### src/rtl/seg_scan_mux.sv
// Time-multiplexed seven-segment scanner: prescaled digit walk, anti-ghost guard, per-frame shadow capture.
// Optional leading-zero suppression is built when LZ_SUPPRESS_EN is defined.
module seg_scan_mux #(
  parameter int DVSR   = 120000,
  parameter int DIGITS = 6,
  parameter int GUARD  = 2
) (
  input  logic                  CLK_12_MHZ,
  input  logic                  RST,
  input  logic [4*DIGITS-1:0]   hex_in,
  input  logic [DIGITS-1:0]     dp_in,
  input  logic [DIGITS-1:0]     blank_in,
  output logic [DIGITS-1:0]     an,
  output logic [7:0]            sseg,
  output logic                  frame_tick
);

  localparam int MSW = $clog2(DVSR + 1);
  localparam int DW  = $clog2(DIGITS);
  // GUARD < DVSR, so the prescaler width always holds the guard count.
  localparam int GW  = MSW;
  localparam logic [MSW-1:0] MS_LAST    = MSW'(DVSR);
  localparam logic [DW-1:0]  DIG_LAST   = DW'(DIGITS - 1);
  localparam logic [GW-1:0]  GUARD_INIT = GW'(GUARD);

  logic [MSW-1:0]        ms_q, ms_d;
  logic [DW-1:0]         dig_q, dig_d;
  logic [GW-1:0]         guard_q, guard_d;
  logic [4*DIGITS-1:0]   hex_q, hex_d;
  logic [DIGITS-1:0]     dp_q, dp_d;
  logic [DIGITS-1:0]     blank_q, blank_d;
  logic                  first_q;
  logic [DIGITS-1:0]     an_q, an_d;
  logic [7:0]            sseg_q, sseg_d;
  logic                  frame_q, frame_d;

  logic                  tick;
  logic                  wrap;
  logic [3:0]            nib;
  logic [DIGITS-1:0]     dig_onehot;

  function automatic logic [6:0] hex7(input logic [3:0] v);
    logic [6:0] s;
    case (v)
      4'h0: s = 7'b1000000;
      4'h1: s = 7'b1111001;
      4'h2: s = 7'b0100100;
      4'h3: s = 7'b0110000;
      4'h4: s = 7'b0011001;
      4'h5: s = 7'b0010010;
      4'h6: s = 7'b0000010;
      4'h7: s = 7'b1111000;
      4'h8: s = 7'b0000000;
      4'h9: s = 7'b0010000;
      4'hA: s = 7'b0001000;
      4'hB: s = 7'b0000011;
      4'hC: s = 7'b1000110;
      4'hD: s = 7'b0100001;
      4'hE: s = 7'b0000110;
      default: s = 7'b0001110;
    endcase
    return s;
  endfunction

`ifdef LZ_SUPPRESS_EN
  logic [DIGITS-1:0] lz_supp;

  // A digit is suppressed while every nibble from the top down to it is zero; digit 0 always shows.
  always_comb begin : lz_calc
    logic run;
    run     = 1'b1;
    lz_supp = '0;
    for (int i = DIGITS - 1; i >= 1; i--) begin
      run        = run && (hex_q[4*i +: 4] == 4'h0);
      lz_supp[i] = run;
    end
  end
`endif

  always_comb begin
    tick       = (ms_q == MS_LAST);
    wrap       = tick && (dig_q == DIG_LAST);
    ms_d       = tick ? '0 : ms_q + 1'b1;

    dig_d = dig_q;
    if (tick) dig_d = wrap ? '0 : dig_q + 1'b1;

    guard_d = guard_q;
    if (tick)              guard_d = GUARD_INIT;
    else if (guard_q != '0) guard_d = guard_q - 1'b1;

    // Shadow only moves at frame boundaries so a frame is never torn.
    hex_d   = hex_q;
    dp_d    = dp_q;
    blank_d = blank_q;
    if (first_q || wrap) begin
      hex_d   = hex_in;
      dp_d    = dp_in;
      blank_d = blank_in;
    end

    nib        = hex_q[{dig_q, 2'b00} +: 4];
    dig_onehot = {{(DIGITS-1){1'b0}}, 1'b1} << dig_q;

    an_d   = '1;
    sseg_d = 8'hFF;
    if (guard_q == '0 && !blank_q[dig_q]) begin
`ifdef LZ_SUPPRESS_EN
      if (lz_supp[dig_q]) begin
        if (dp_q[dig_q]) begin
          an_d   = ~dig_onehot;
          sseg_d = 8'h7F;
        end
      end else begin
        an_d   = ~dig_onehot;
        sseg_d = {~dp_q[dig_q], hex7(nib)};
      end
`else
      an_d   = ~dig_onehot;
      sseg_d = {~dp_q[dig_q], hex7(nib)};
`endif
    end

    frame_d = wrap;
  end

  always_ff @(posedge CLK_12_MHZ) begin
    if (RST) begin
      ms_q    <= '0;
      dig_q   <= '0;
      guard_q <= '0;
      hex_q   <= '0;
      dp_q    <= '0;
      blank_q <= '0;
      first_q <= 1'b1;
      an_q    <= '1;
      sseg_q  <= 8'hFF;
      frame_q <= 1'b0;
    end else begin
      ms_q    <= ms_d;
      dig_q   <= dig_d;
      guard_q <= guard_d;
      hex_q   <= hex_d;
      dp_q    <= dp_d;
      blank_q <= blank_d;
      first_q <= 1'b0;
      an_q    <= an_d;
      sseg_q  <= sseg_d;
      frame_q <= frame_d;
    end
  end

  assign an         = an_q;
  assign sseg       = sseg_q;
  assign frame_tick = frame_q;

endmodule

### config.mk
export PLATFORM = sky130hd
export DESIGN_NAME = seg_scan_mux
export DESIGN_NICKNAME = d
export VERILOG_FILES = /design/src/rtl/seg_scan_mux.sv
export SDC_FILE = /design/constraint.sdc
export NUM_CORES = 1
export LEC_CHECK = 0
export ABC_AREA = 1
export BUFFER_PORTS_ARGS = -buffer_cell sky130_fd_sc_hd__buf_2
export CAP_MARGIN = 20
export CORE_UTILIZATION = 53
export DETAILED_ROUTE_END_ITERATION = 8
export GPL_ROUTABILITY_DRIVEN = 0
export GPL_TIMING_DRIVEN = 0
export PLACE_DENSITY_LB_ADDON = 0.3
export REMOVE_ABC_BUFFERS = 1
export SLEW_MARGIN = 15
export SYNTH_ARGS = -nofsm -noshare
export SYNTH_HDL_FRONTEND = slang
export SYNTH_SLANG_ARGS = --single-unit
### constraint.sdc
create_clock -name CLK_12_MHZ -period 1.75 [get_ports CLK_12_MHZ]
set_input_delay 0.4375 -clock CLK_12_MHZ [delete_from_list [all_inputs] [get_ports CLK_12_MHZ]]
set_output_delay 0.4375 -clock CLK_12_MHZ [all_outputs]
set_load 0.1 [all_outputs]
==> reports/qor.csv, run 1 <==
stage,metric,value,unit
timing,RSZ-0062 raised after global routing,yes,
yosys,"flops & latches, synth",89,
timing,"Hold Vio Cnt, Final",0,
power,leakage power,2.58,nW
global_route,GR Overflow Total,0,
critical_path,CP Data Required Time,2.00,ns
routing,DRC viols,0,
routing,initial detailed-routing violation count,325,
cts,CTS root buffer,clkbuf_8,
floorplanning,Die Span X,93.6,µm
run,Max-Cap Viols,0,
status,outcome,finished with violations,
yosys,"count leader, synth",nand2_1,
timing,period utilization,104,%
yosys,"Cell Area, Synth",0.00444,mm²
critical_path,crit path buf inv count,4,
critical_path,Crit path arrival time,2.07,ns
yosys,post-synth top area share,40.1,%
yosys,Unique masters post-synth,37,
placed_design,Post-DP HPWL,5940,µm
cts,CTS tree,done,
finish,final instance area,0.00572,mm²
yosys,sequential cell area fraction in the yosys report,40.1,%
finish,Non-Filler Instances,817,
timing,PnR worst setup slack,-0.0625,ns
routing,TritonRoute pass-1 iters,6,
yosys,yosys warns,0,
critical_path,crit path max-delay cell type,dfxtp_4,
critical_path,max incr delay on CP,0.40,ns
finish,Finished Core Util,70.0,%
timing,Worst Max-Slew Pin Slew,0.790,ns
critical_path,crit path kind,register to register,
floorplanning,Die Span Y,93.6,µm
timing,worst hold margin,0.277,ns
routing,routed vias,4523,
cts,Worst-path clk slew,0.10,ns
yosys,number of synthesized flops with an enable pin,0,
critical_path,"Critical Path, Cell by Cell",inv_8 > ha_1 > nand2_1 > inv_2 > nand3_4 > nand2_8 > buf_12 > clkinv_8 > nor2_4 > nor2_1,
finish,fin nets,760,
yosys,most instantiated cells after synthesis,"nand2_1, nor2_1, dfxtp_1, inv_1, nand3_1",
floorplanning,I/O pin total,53,
floorplanning,site row count,33,
global_route,first-pass GRT wire length,15800,µm
placed_design,Port Buf Inserts,52,
yosys,ys flop type,dfxtp_1,
yosys,Async SR Flop Fraction,0,%
timing,Peak Freq,0.552,GHz
placed_design,Area after DPL,0.00472,mm²
placed_design,placed cells,763,
timing,max_slew headroom,47.2,%
global_route,largest net degree at the start of global routing,38,
routing,Detailed Route WL,12400,µm
cts,maximum buffer depth of the clock tree,2,
floorplanning,Core ar.,0.00818,mm²
cts,# H-tree levels,3,
critical_path,crit path launch type,register,
critical_path,dominant delay contributor by cell family on the critical path,simple AND/OR/NAND/NOR gates,
power,Pwr Total,4.35,mW
floorplanning,Die Footprint,0.00875,mm²
floorplanning,initial core utilization,54.3,%
cts,clock sinks,89,
finish,share of layout cells above drive strength 1,28.8,%
power,total power density per cell area,760,mW/mm²
yosys,top post-synthesis cells by area,"dfxtp_1, nand2_1, nor2_1",
routing,WL/cell,15.2,µm
cts,TritonCTS buffer count,9,
yosys,Mapped Cells,627,
yosys,syn_area_per_cell,7.09,µm²
timing,endpoints failing setup,30,
finish,antenna fix cells,0,
hold_path,hold crit path type,input pin to register,
timing,fin crit period,1.81,ns
global_route,Total GRT Usage,22.7,%
timing,Worst Skew,0.0116,ns
routing,vias per cell,5.54,
routing,post-route ant nets,0,
critical_path,Worst Path Max Fanout,11,
critical_path,CP Capture Type,register,
cts,clk_lat worst skew,0.35,ns
power,Peak VDD IR,0.000449,V
yosys,cell taking the most area after synthesis,dfxtp_1,
timing,max-slew violations,0,
finish,synth-to-layout area growth,28.8,%
status,violated checks,setup timing,
global_route,number of global-route vias before repair,3455,
global_route,initial antenna violation count,0,
-- path summary, 6_finish.rpt --
| kind | start | to | slack (ns) | cells after the start |
|---|---|---|---|---|
| max | dig_q[1]$_SDFFE_PP0P_ | dp_q[4]$_SDFFE_PP0P_ | -0.06 | 10 |
| min reg2reg | ms_q[0]$_SDFF_PP0_ | ms_q[0]$_SDFF_PP0_ | 0.47 | 1 |
| max reg2reg | dig_q[1]$_SDFFE_PP0P_ | dp_q[4]$_SDFFE_PP0P_ | -0.06 | 10 |
| min | hex_in[7] | hex_q[7]$_SDFFE_PP0P_ | 0.28 | 3 |
-- flip-flops by register name (all words and copies together) (netlist names) --
| signal | cells |
|---|---|
| dig_q | 3 |
| frame_tick | 1 |
| hex_q | 24 |
| first_q | 1 |
| dp_q | 6 |
| ms_q | 17 |
| blank_q | 6 |
| an | 6 |
| guard_q | 17 |
| sseg | 8 |
-- worst min-delay path, cell delays in order --
cell and delay, ns:
buf_2 0.07, nor2_1 0.03, nor2_1 0.06
-- timing repair --
item / 4_1_cts / 5_1_grt
hold buffers: 0 / 0
pin swaps: 2 / 13
endpoints found under the setup margin: 83 / 56
buffers inserted: 6 / 25
gates cloned: 1 / 7
gates resized for setup: 25 / 94
-- where the power goes --
group	leakage [nW]	internal, mW	total [mW]	switching [mW]
clock network	0.102	0.798	1.54	0.742
registers	0.733	2.10	2.14	0.0333
logic	1.74	0.223	0.670	0.447
-- cells in the final DEF, fill, tap and decap left out, types with 3 or more instances in the layout --
cell type  synthesis  layout
nand4_1           10      10
buf_12             0       7
ha_1              14       8
or2_2              3       3
a21oi_1           19      18
nand2_2            5      10
xnor2_1            5       5
nor2_2             1      24
nor2_4             1      10
o211ai_1           4       4
clkbuf_8           0       9
nand2_4            2       3
inv_1             53      46
nor2_1           128      96
nand3_4            0       4
buf_2             12      52
buf_4              1      19
clkinv_8           0       3
nand3_2            7       9
dfxtp_1           89      84
xor2_1             5       5
nand2_1          146     138
nand3b_1          21      21
ha_4               0       4
buf_6              5       4
inv_2             10      10
dfxtp_4            0       3
nor3b_1            4       4
inv_4              0       3
nor3_1            13      11
nor3_4             3       4
nand3_1           38      35
o21ai_0           12      12
-- layer usage --
layer | routed length [µm] | up-vias | global-route usage, %
met5 | 0 | - | 0
met4 | 511 | 0 | 8.97
met3 | 960 | 53 | 3.50
met2 | 6000 | 226 | 36.8
met1 | 4940 | 2092 | 30.2
li1 | - | 2152 | -
-- kinds of logic (layout without fill, tap and decap cells) --
family	Yosys count	after routing	synth area share (%)
xor+xnor	10	10	1.97
fa+ha+maj	14	14	3.94
buf+inv	85	167	8.45
compound gates	44	44	5.58
simple gates	385	388	40.0
flops	89	89	40.1
-- metrics by stage --
| stage | setup WS [ns] | setup TNS, ns |
|---|---|---|
| final | -0.0625 | -0.521 |
| after global routing | -0.124 | -2.45 |
| after CTS | 0.00144 | 0 |
| after detailed placement | -1.30 | -63.21 |
| after global placement | -1.28 | -79.44 |
| after floorplan | -0.509 | -20.56 |
-- final cells by class --
| class | instances | area (µm²) |
|---|---|---|
| Tap cell | 105 | 131 |
| Multi-Input combinational cell | 456 | 2620 |
| Fill cell | 617 | 2450 |
| Timing Repair Buffer | 84 | 621 |
| Timing Repair inverter | 5 | 61.3 |
| Clock buffer | 10 | 128 |
| Inverter | 63 | 284 |
| Clock inverter | 5 | 81.3 |
| Sequential cell | 89 | 1800 |
No activity file was read; power rests on OpenSTA's default activity.
==> inputs of run 2 (changes only) <==
--- a/config.mk
+++ b/config.mk
@@ -6,12 +6,13 @@
 export NUM_CORES = 1
 export LEC_CHECK = 0
 export ABC_AREA = 1
+export ABC_CLOCK_PERIOD_IN_PS = 1750
 export BUFFER_PORTS_ARGS = -buffer_cell sky130_fd_sc_hd__buf_2
 export CAP_MARGIN = 20
 export CORE_UTILIZATION = 53
 export DETAILED_ROUTE_END_ITERATION = 8
 export GPL_ROUTABILITY_DRIVEN = 0
-export GPL_TIMING_DRIVEN = 0
+export GPL_TIMING_DRIVEN = 1
 export PLACE_DENSITY_LB_ADDON = 0.3
 export REMOVE_ABC_BUFFERS = 1
 export SLEW_MARGIN = 15
==> reports/qor.csv, run 2 (synthesis results as in run 1) <==
stage,metric,value,unit,change
floorplanning,Core ar.,0.00818,mm²,unchanged
floorplanning,initial core utilization,54.3,%,unchanged
critical_path,crit path max-delay cell type,dfxtp_4,,
finish,fin nets,753,,-0.92%
finish,synth-to-layout area growth,18.7,%,
finish,Non-Filler Instances,811,,-0.73%
critical_path,Crit path arrival time,1.99,ns,-0.08 ns
finish,share of layout cells above drive strength 1,22.4,%,-6.4 points
cts,CTS root buffer,clkbuf_8,,
timing,Worst Skew,0.00781,ns,-0.00377 ns
finish,Fill cells,742,,+20%
routing,TritonRoute pass-1 iters,6,,unchanged
placed_design,Post-DP HPWL,6840,µm,+15%
critical_path,FF-to-FF path depth,13,,+3
timing,Peak Freq,0.580,GHz,+5.1%
routing,post-route ant nets,0,,unchanged
power,leakage power,2.49,nW,-3.3%
finish,Largest regs,"hex_q x24, guard_q x17, ms_q x17",,
cts,clock sinks,89,,unchanged
cts,clk_lat worst skew,0.36,ns,about the same
timing,max-slew violations,0,,unchanged
critical_path,CP Data Required Time,2.02,ns,+0.02 ns
placed_design,Port Buf Inserts,52,,unchanged
cts,CTS tree,done,,
power,Peak VDD IR,0.000399,V,-11%
timing,PnR worst setup slack,0.0256,ns,+0.0881 ns
critical_path,crit path launch type,register,,
floorplanning,site row count,33,,unchanged
critical_path,crit path kind,register to register,,
timing,period utilization,98.5,%,-5.0 points
finish,register area,0.00179,mm²,-0.49%
routing,initial detailed-routing violation count,230,,-29%
hold_path,WHS Path Cells,1,,-2
timing,"Hold Vio Cnt, Final",0,,unchanged
placed_design,Setup WS pre-CTS,-0.166,ns,+1.13 ns
global_route,first-pass GRT wire length,16200,µm,+2.4%
routing,routed vias,4124,,-8.8%
critical_path,dominant delay contributor by cell family on the critical path,simple AND/OR/NAND/NOR gates,,
cts,maximum buffer depth of the clock tree,2,,unchanged
finish,antenna fix cells,0,,unchanged
cts,TritonCTS buffer count,9,,unchanged
global_route,Total GRT Usage,23.3,%,+0.61 points
routing,DRC viols,0,,unchanged
critical_path,Worst Path Max Fanout,7,,-4
finish,max reg flops,24,,unchanged
timing,Setup TNS,0,ns,+0.521 ns
cts,# H-tree levels,3,,unchanged
floorplanning,Die Footprint,0.00875,mm²,unchanged
routing,WL/cell,12.4,µm,-18%
power,total power density per cell area,766,mW/mm²,+0.84%
routing,Detailed Route WL,10000,µm,-19%
hold_path,hold crit path type,input pin to register,,
timing,fin crit period,1.72,ns,-0.0881 ns
timing,endpoints failing setup,0,,-100%
critical_path,crit path buf inv count,5,,+1
routing,vias per cell,5.09,,-8.1%
finish,multi-input logic area,0.00235,mm²,-10%
global_route,number of global-route vias before repair,3739,,+8.2%
timing,Worst Max-Slew Pin Slew,0.489,ns,-0.302 ns
floorplanning,I/O pin total,53,,unchanged
run,Max-Cap Viols,0,,unchanged
global_route,initial antenna violation count,0,,unchanged
critical_path,max incr delay on CP,0.39,ns,about the same
finish,"most common cell after layout, fill and taps aside",nand2_1,,
finish,Top reg by flops,hex_q,,
critical_path,CP Capture Type,register,,
placed_design,placed cells,788,,+3.3%
floorplanning,Die Span X,93.6,µm,unchanged
critical_path,Critical Path Stages,13,,+3
finish,most frequent cells in the layout,"nand2_1, nor2_1, dfxtp_1, buf_2, inv_1",,
timing,max_slew headroom,67.6,%,+20 points
status,outcome,finished clean,,
global_route,GR Overflow Total,0,,unchanged
global_route,largest net degree at the start of global routing,38,,unchanged
floorplanning,Die Span Y,93.6,µm,unchanged
cts,Worst-path clk slew,0.09,ns,about the same
critical_path,"Critical Path, Cell by Cell",inv_4 > buf_6 > nor2_1 > nor3_1 > inv_1 > nand2_2 > inv_2 > buf_6 > ha_2 > nand2_2 > nand3_2 > nand2_1 > nand2_1,,
[run 2: cell types whose count changed in the layout (fill, tap and decap cells not counted), moves of 4 or more]
cell,delta
buf_4,+5
inv_1,+5
nand3_4,-4
nor2_1,+31
nor2_2,-22
nor2_4,-9
[run 2: area by class of cell]
cell class / instances / share of cell area, %
multi-input combinational: 453 / 44.7
sequential: 89 / 33.9
timing repair buffer: 85 / 10.9
inverter: 63 / 4.63
clock buffer: 10 / 2.61
tap: 105 / 2.49
clock inverter: 6 / 0.807
[run 2: power by group]
part	internal (mW)	switching (mW)
clock network	0.558	0.766
logic	0.190	0.389
registers	2.11	0.0314
total	2.85	1.19
[run 2: path summary, 6_finish.rpt]
kind / startpoint / end / slack [ns]
worst min register to register: ms_q[16]$_SDFF_PP0_ / ms_q[16]$_SDFF_PP0_ / 0.49
worst max-delay path: dig_q[0]$_SDFFE_PP0P_ / sseg[0]$_SDFF_PP1_ / 0.03
worst max register to register: dig_q[0]$_SDFFE_PP0P_ / sseg[0]$_SDFF_PP1_ / 0.03
worst min-delay path: RST / first_q$_DFF_P_ / 0.25
[run 2: metal layers]
| metal | track usage, % | part of all wire, % | up-vias |
|---|---|---|---|
| met5 | 0 | 0 | - |
| met4 | 7.82 | 1.4 | 0 |
| met3 | 3.82 | 4.1 | 15 |
| met2 | 39.6 | 48 | 100 |
| met1 | 29.9 | 46 | 1880 |
| li1 | - | - | 2129 |
[run 2: timing repair]
action                                  CTS  global route
endpoints found under the setup margin    8            48
endpoints found under the hold margin     0             0
gates cloned                              0             0
hold buffers                              0             0
setup buffers                             0             7
resized for setup                         3            28
pin swaps                                 0             8
[run 2: stage by stage]
step | cell area [µm²] | hold WS [ns] | utilization (%) | power (mW)
finish | 5270 | 0.250 | 64.5 | 4.04
global route | 5270 | 0.248 | 64.5 | 4.22
CTS | 5120 | 0.246 | 62.6 | 4.05
detailed placement | 4930 | 0.477 | 60.3 | 2.73
global placement | 4930 | 0.467 | 60.3 | 2.72
floorplan | 4300 | 0.441 | - | 2.57
[run 2: worst reg2reg max path, delay by kind of cell, from the launching register on]
kind                     cells  cell delay [ns]
buffers and inverters        5             0.44
adder cells (fa/ha/maj)      1             0.17
AND/OR/NAND/NOR              7             0.64
flip-flops                   1             0.39
==> inputs of run 3 (changes only) <==
--- a/config.mk
+++ b/config.mk
@@ -9,7 +9,8 @@
 export ABC_CLOCK_PERIOD_IN_PS = 1750
 export BUFFER_PORTS_ARGS = -buffer_cell sky130_fd_sc_hd__buf_2
 export CAP_MARGIN = 20
-export CORE_UTILIZATION = 53
+export CORE_UTILIZATION = 25
+export CTS_CLUSTER_DIAMETER = 150
 export DETAILED_ROUTE_END_ITERATION = 8
 export GPL_ROUTABILITY_DRIVEN = 0
 export GPL_TIMING_DRIVEN = 1
==> reports/qor.csv, run 3 (synthesis results as in run 1) <==
stage,metric,value,unit,change
global_route,Total GRT Usage,12.6,%,-11 points
placed_design,Post-DP HPWL,7640,µm,+12%
critical_path,R2R setup slack,0.13,ns,+0.10 ns
cts,Hold Buf Count CTS,0,,unchanged
cts,# H-tree levels,3,,unchanged
critical_path,crit path launch type,register,,
finish,"most common cell after layout, fill and taps aside",nand2_1,,
timing,PnR worst setup slack,0.126,ns,+0.101 ns
finish,fin nets,757,,+0.53%
power,leakage power,2.57,nW,+2.9%
timing,RSZ-0062 raised after global routing,yes,,
timing,fin crit period,1.62,ns,-0.101 ns
status,outcome,finished clean,,
timing,"Hold Vio Cnt, Final",0,,unchanged
finish,final instance area,0.00554,mm²,+5.0%
timing,period utilization,92.8,%,-5.7 points
finish,Finished Core Util,32.0,%,-33 points
routing,TritonRoute pass-1 iters,4,,-2
placed_design,Port Buf Inserts,52,,unchanged
timing,max-slew violations,0,,unchanged
cts,clk_lat worst skew,0.35,ns,about the same
cts,maximum buffer depth of the clock tree,2,,unchanged
timing,endpoints failing setup,0,,unchanged
placed_design,Setup WS pre-CTS,-0.0778,ns,+0.0879 ns
cts,CTS tree,done,,
cts,TritonCTS buffer count,9,,unchanged
critical_path,"Critical Path, Cell by Cell",buf_6 > nor2_1 > nor3_2 > a21oi_1 > buf_4 > buf_4 > ha_1 > nand2_1 > nand3_1 > nand2_1 > nand2_1,,
critical_path,Crit path arrival time,1.87,ns,-0.12 ns
cts,clock sinks,89,,unchanged
critical_path,CP dominant cell by count,nand2_1,,
hold_path,hold path startpoint,RST,,
finish,Largest regs,"hex_q x24, guard_q x17, ms_q x17",,
critical_path,max incr delay on CP,0.39,ns,about the same
finish,antenna fix cells,0,,unchanged
run,Max-Cap Viols,0,,unchanged
timing,Peak Freq,0.616,GHz,+6.2%
critical_path,FF-to-FF path depth,11,,-2
hold_path,hold crit path type,input pin to register,,
critical_path,Worst Path Max Fanout,7,,unchanged
routing,routed vias,3971,,-3.7%
finish,Top reg by flops,hex_q,,
critical_path,crit path buf inv count,3,,-2
critical_path,CP Data Required Time,2.00,ns,-0.02 ns
global_route,first-pass GRT wire length,18000,µm,+11%
finish,max reg flops,24,,unchanged
routing,post-route ant nets,0,,unchanged
floorplanning,site row count,48,,+45%
floorplanning,initial core utilization,25.7,%,-29 points
floorplanning,Die Footprint,0.0183,mm²,+110%
critical_path,CP Capture Type,register,,
timing,Worst Max-Slew Pin Slew,0.502,ns,+0.0127 ns
floorplanning,Die Span Y,135,µm,+45%
timing,max_slew headroom,66.8,%,-0.84 points
routing,Detailed Route WL,10900,µm,+8.9%
hold_path,WHS Path Cells,1,,unchanged
finish,synth-to-layout area growth,24.6,%,
global_route,number of global-route vias before repair,3652,,-2.3%
hold_path,Worst Hold Endpoint,first_q$_DFF_P_,,
finish,most frequent cells in the layout,"nand2_1, nor2_1, dfxtp_1, inv_1, buf_2",,
routing,vias per cell,4.25,,-16%
floorplanning,I/O pin total,53,,unchanged
power,Peak VDD IR,0.000488,V,+22%
global_route,largest net degree at the start of global routing,40,,+5.3%
cts,Worst-path clk slew,0.07,ns,-0.02 ns
finish,share of layout cells above drive strength 1,21.7,%,-0.69 points
power,total power density per cell area,857,mW/mm²,+12%
global_route,initial antenna violation count,0,,unchanged
critical_path,crit path kind,register to register,,
routing,initial detailed-routing violation count,248,,+7.8%
power,Pwr Total,4.74,mW,+17%
timing,Worst Skew,0.00855,ns,+0.000744 ns
critical_path,crit path max-delay cell type,dfxtp_4,,
placed_design,Area after DPL,0.00512,mm²,+3.9%
floorplanning,Core ar.,0.0173,mm²,+110%
floorplanning,Die Span X,135,µm,+45%
critical_path,dominant delay contributor by cell family on the critical path,simple AND/OR/NAND/NOR gates,,
cts,CTS root buffer,clkbuf_16,,
global_route,GR Overflow Total,0,,unchanged
routing,WL/cell,11.7,µm,-5.5%
routing,DRC viols,0,,unchanged
critical_path,reg2reg end,sseg[0]$_SDFF_PP1_,,
critical_path,R2R Path Start,dig_q[0]$_SDFFE_PP0P_,,
==> run 3: changes by cell type in the layout (fill, tap and decap cells not counted), moves of 2 or more <==
| cell | before | now |
|---|---|---|
| buf_12 | 4 | 2 |
| buf_4 | 24 | 31 |
| clkbuf_16 | 0 | 9 |
| clkbuf_8 | 10 | 2 |
| clkinv_2 | 2 | 0 |
| ha_1 | 8 | 12 |
| ha_2 | 5 | 2 |
| inv_2 | 9 | 7 |
| nand3_1 | 35 | 37 |
| nand3_2 | 10 | 8 |
==> run 3: worst max path at each step <==
stage | end | from | slack [ns] | cells after the start
floorplan | blank_q[2]$_SDFFE_PP0P_ | dig_q[0]$_SDFFE_PP0P_ | -0.51 | 8
CTS | sseg[3]$_SDFF_PP1_ | dig_q[0]$_SDFFE_PP0P_ | 0.005 | 12
detailed placement | sseg[3]$_SDFF_PP1_ | dig_q[0]$_SDFFE_PP0P_ | -0.08 | 12
global route | sseg[3]$_SDFF_PP1_ | dig_q[0]$_SDFFE_PP0P_ | -0.02 | 13
global placement | hex_q[15]$_SDFFE_PP0P_ | ms_q[0]$_SDFF_PP0_ | -0.03 | 9
finish | sseg[0]$_SDFF_PP1_ | dig_q[0]$_SDFFE_PP0P_ | 0.13 | 11
==> run 3: area by class of cell <==
| type | instances | area, µm² |
|---|---|---|
| clock buffer | 11 | 253 |
| clock inverter | 5 | 62.6 |
| fill | 1918 | 11800 |
| inverter | 63 | 249 |
| multi-input combinational | 453 | 2320 |
| sequential | 89 | 1790 |
| tap | 225 | 282 |
| timing repair buffer | 89 | 578 |
==> run 3: where the power goes <==
part / internal [mW] / total (mW) / switching, mW
Clock: 1.19 / 2.04 / 0.847
Combinational: 0.182 / 0.567 / 0.384
Sequential: 2.11 / 2.14 / 0.0315
==> run 3: what timing repair did <==
item,4_1_cts,5_1_grt
buffers inserted,0,4
pin swaps,0,1
resized for setup,2,24
endpoints found under the setup margin,43,48
==> run 3: through the flow <==
step | hold slack (ns) | std cells | setup TNS [ns]
6_report | 0.286 | 935 | 0
2_1_floorplan | 0.441 | 605 | -20.56
4_1_cts | 0.285 | 931 | 0
3_3_place_gp | 0.462 | 915 | -0.0743
5_1_grt | 0.276 | 935 | -0.0392
3_5_place_dp | 0.462 | 915 | -0.865
==> run 3: worst reg2reg max path: stages (launching register included) <==
cell	delay, ns
dfxtp_4	0.39
buf_6	0.13
nor2_1	0.05
nor3_2	0.16
a21oi_1	0.06
buf_4	0.16
buf_4	0.13
ha_1	0.18
nand2_1	0.08
nand3_1	0.07
nand2_1	0.07
nand2_1	0.05
==> run 3: layer usage <==
| layer | vias up | routed length, µm | track usage (%) |
|---|---|---|---|
| met2 | 79 | 4690 | 18.4 |
| met3 | 9 | 397 | 2.36 |
| met1 | 1748 | 5690 | 18.0 |
| met4 | 0 | 166 | 5.43 |
| met5 | - | 0 | 0 |
| li1 | 2135 | - | - |
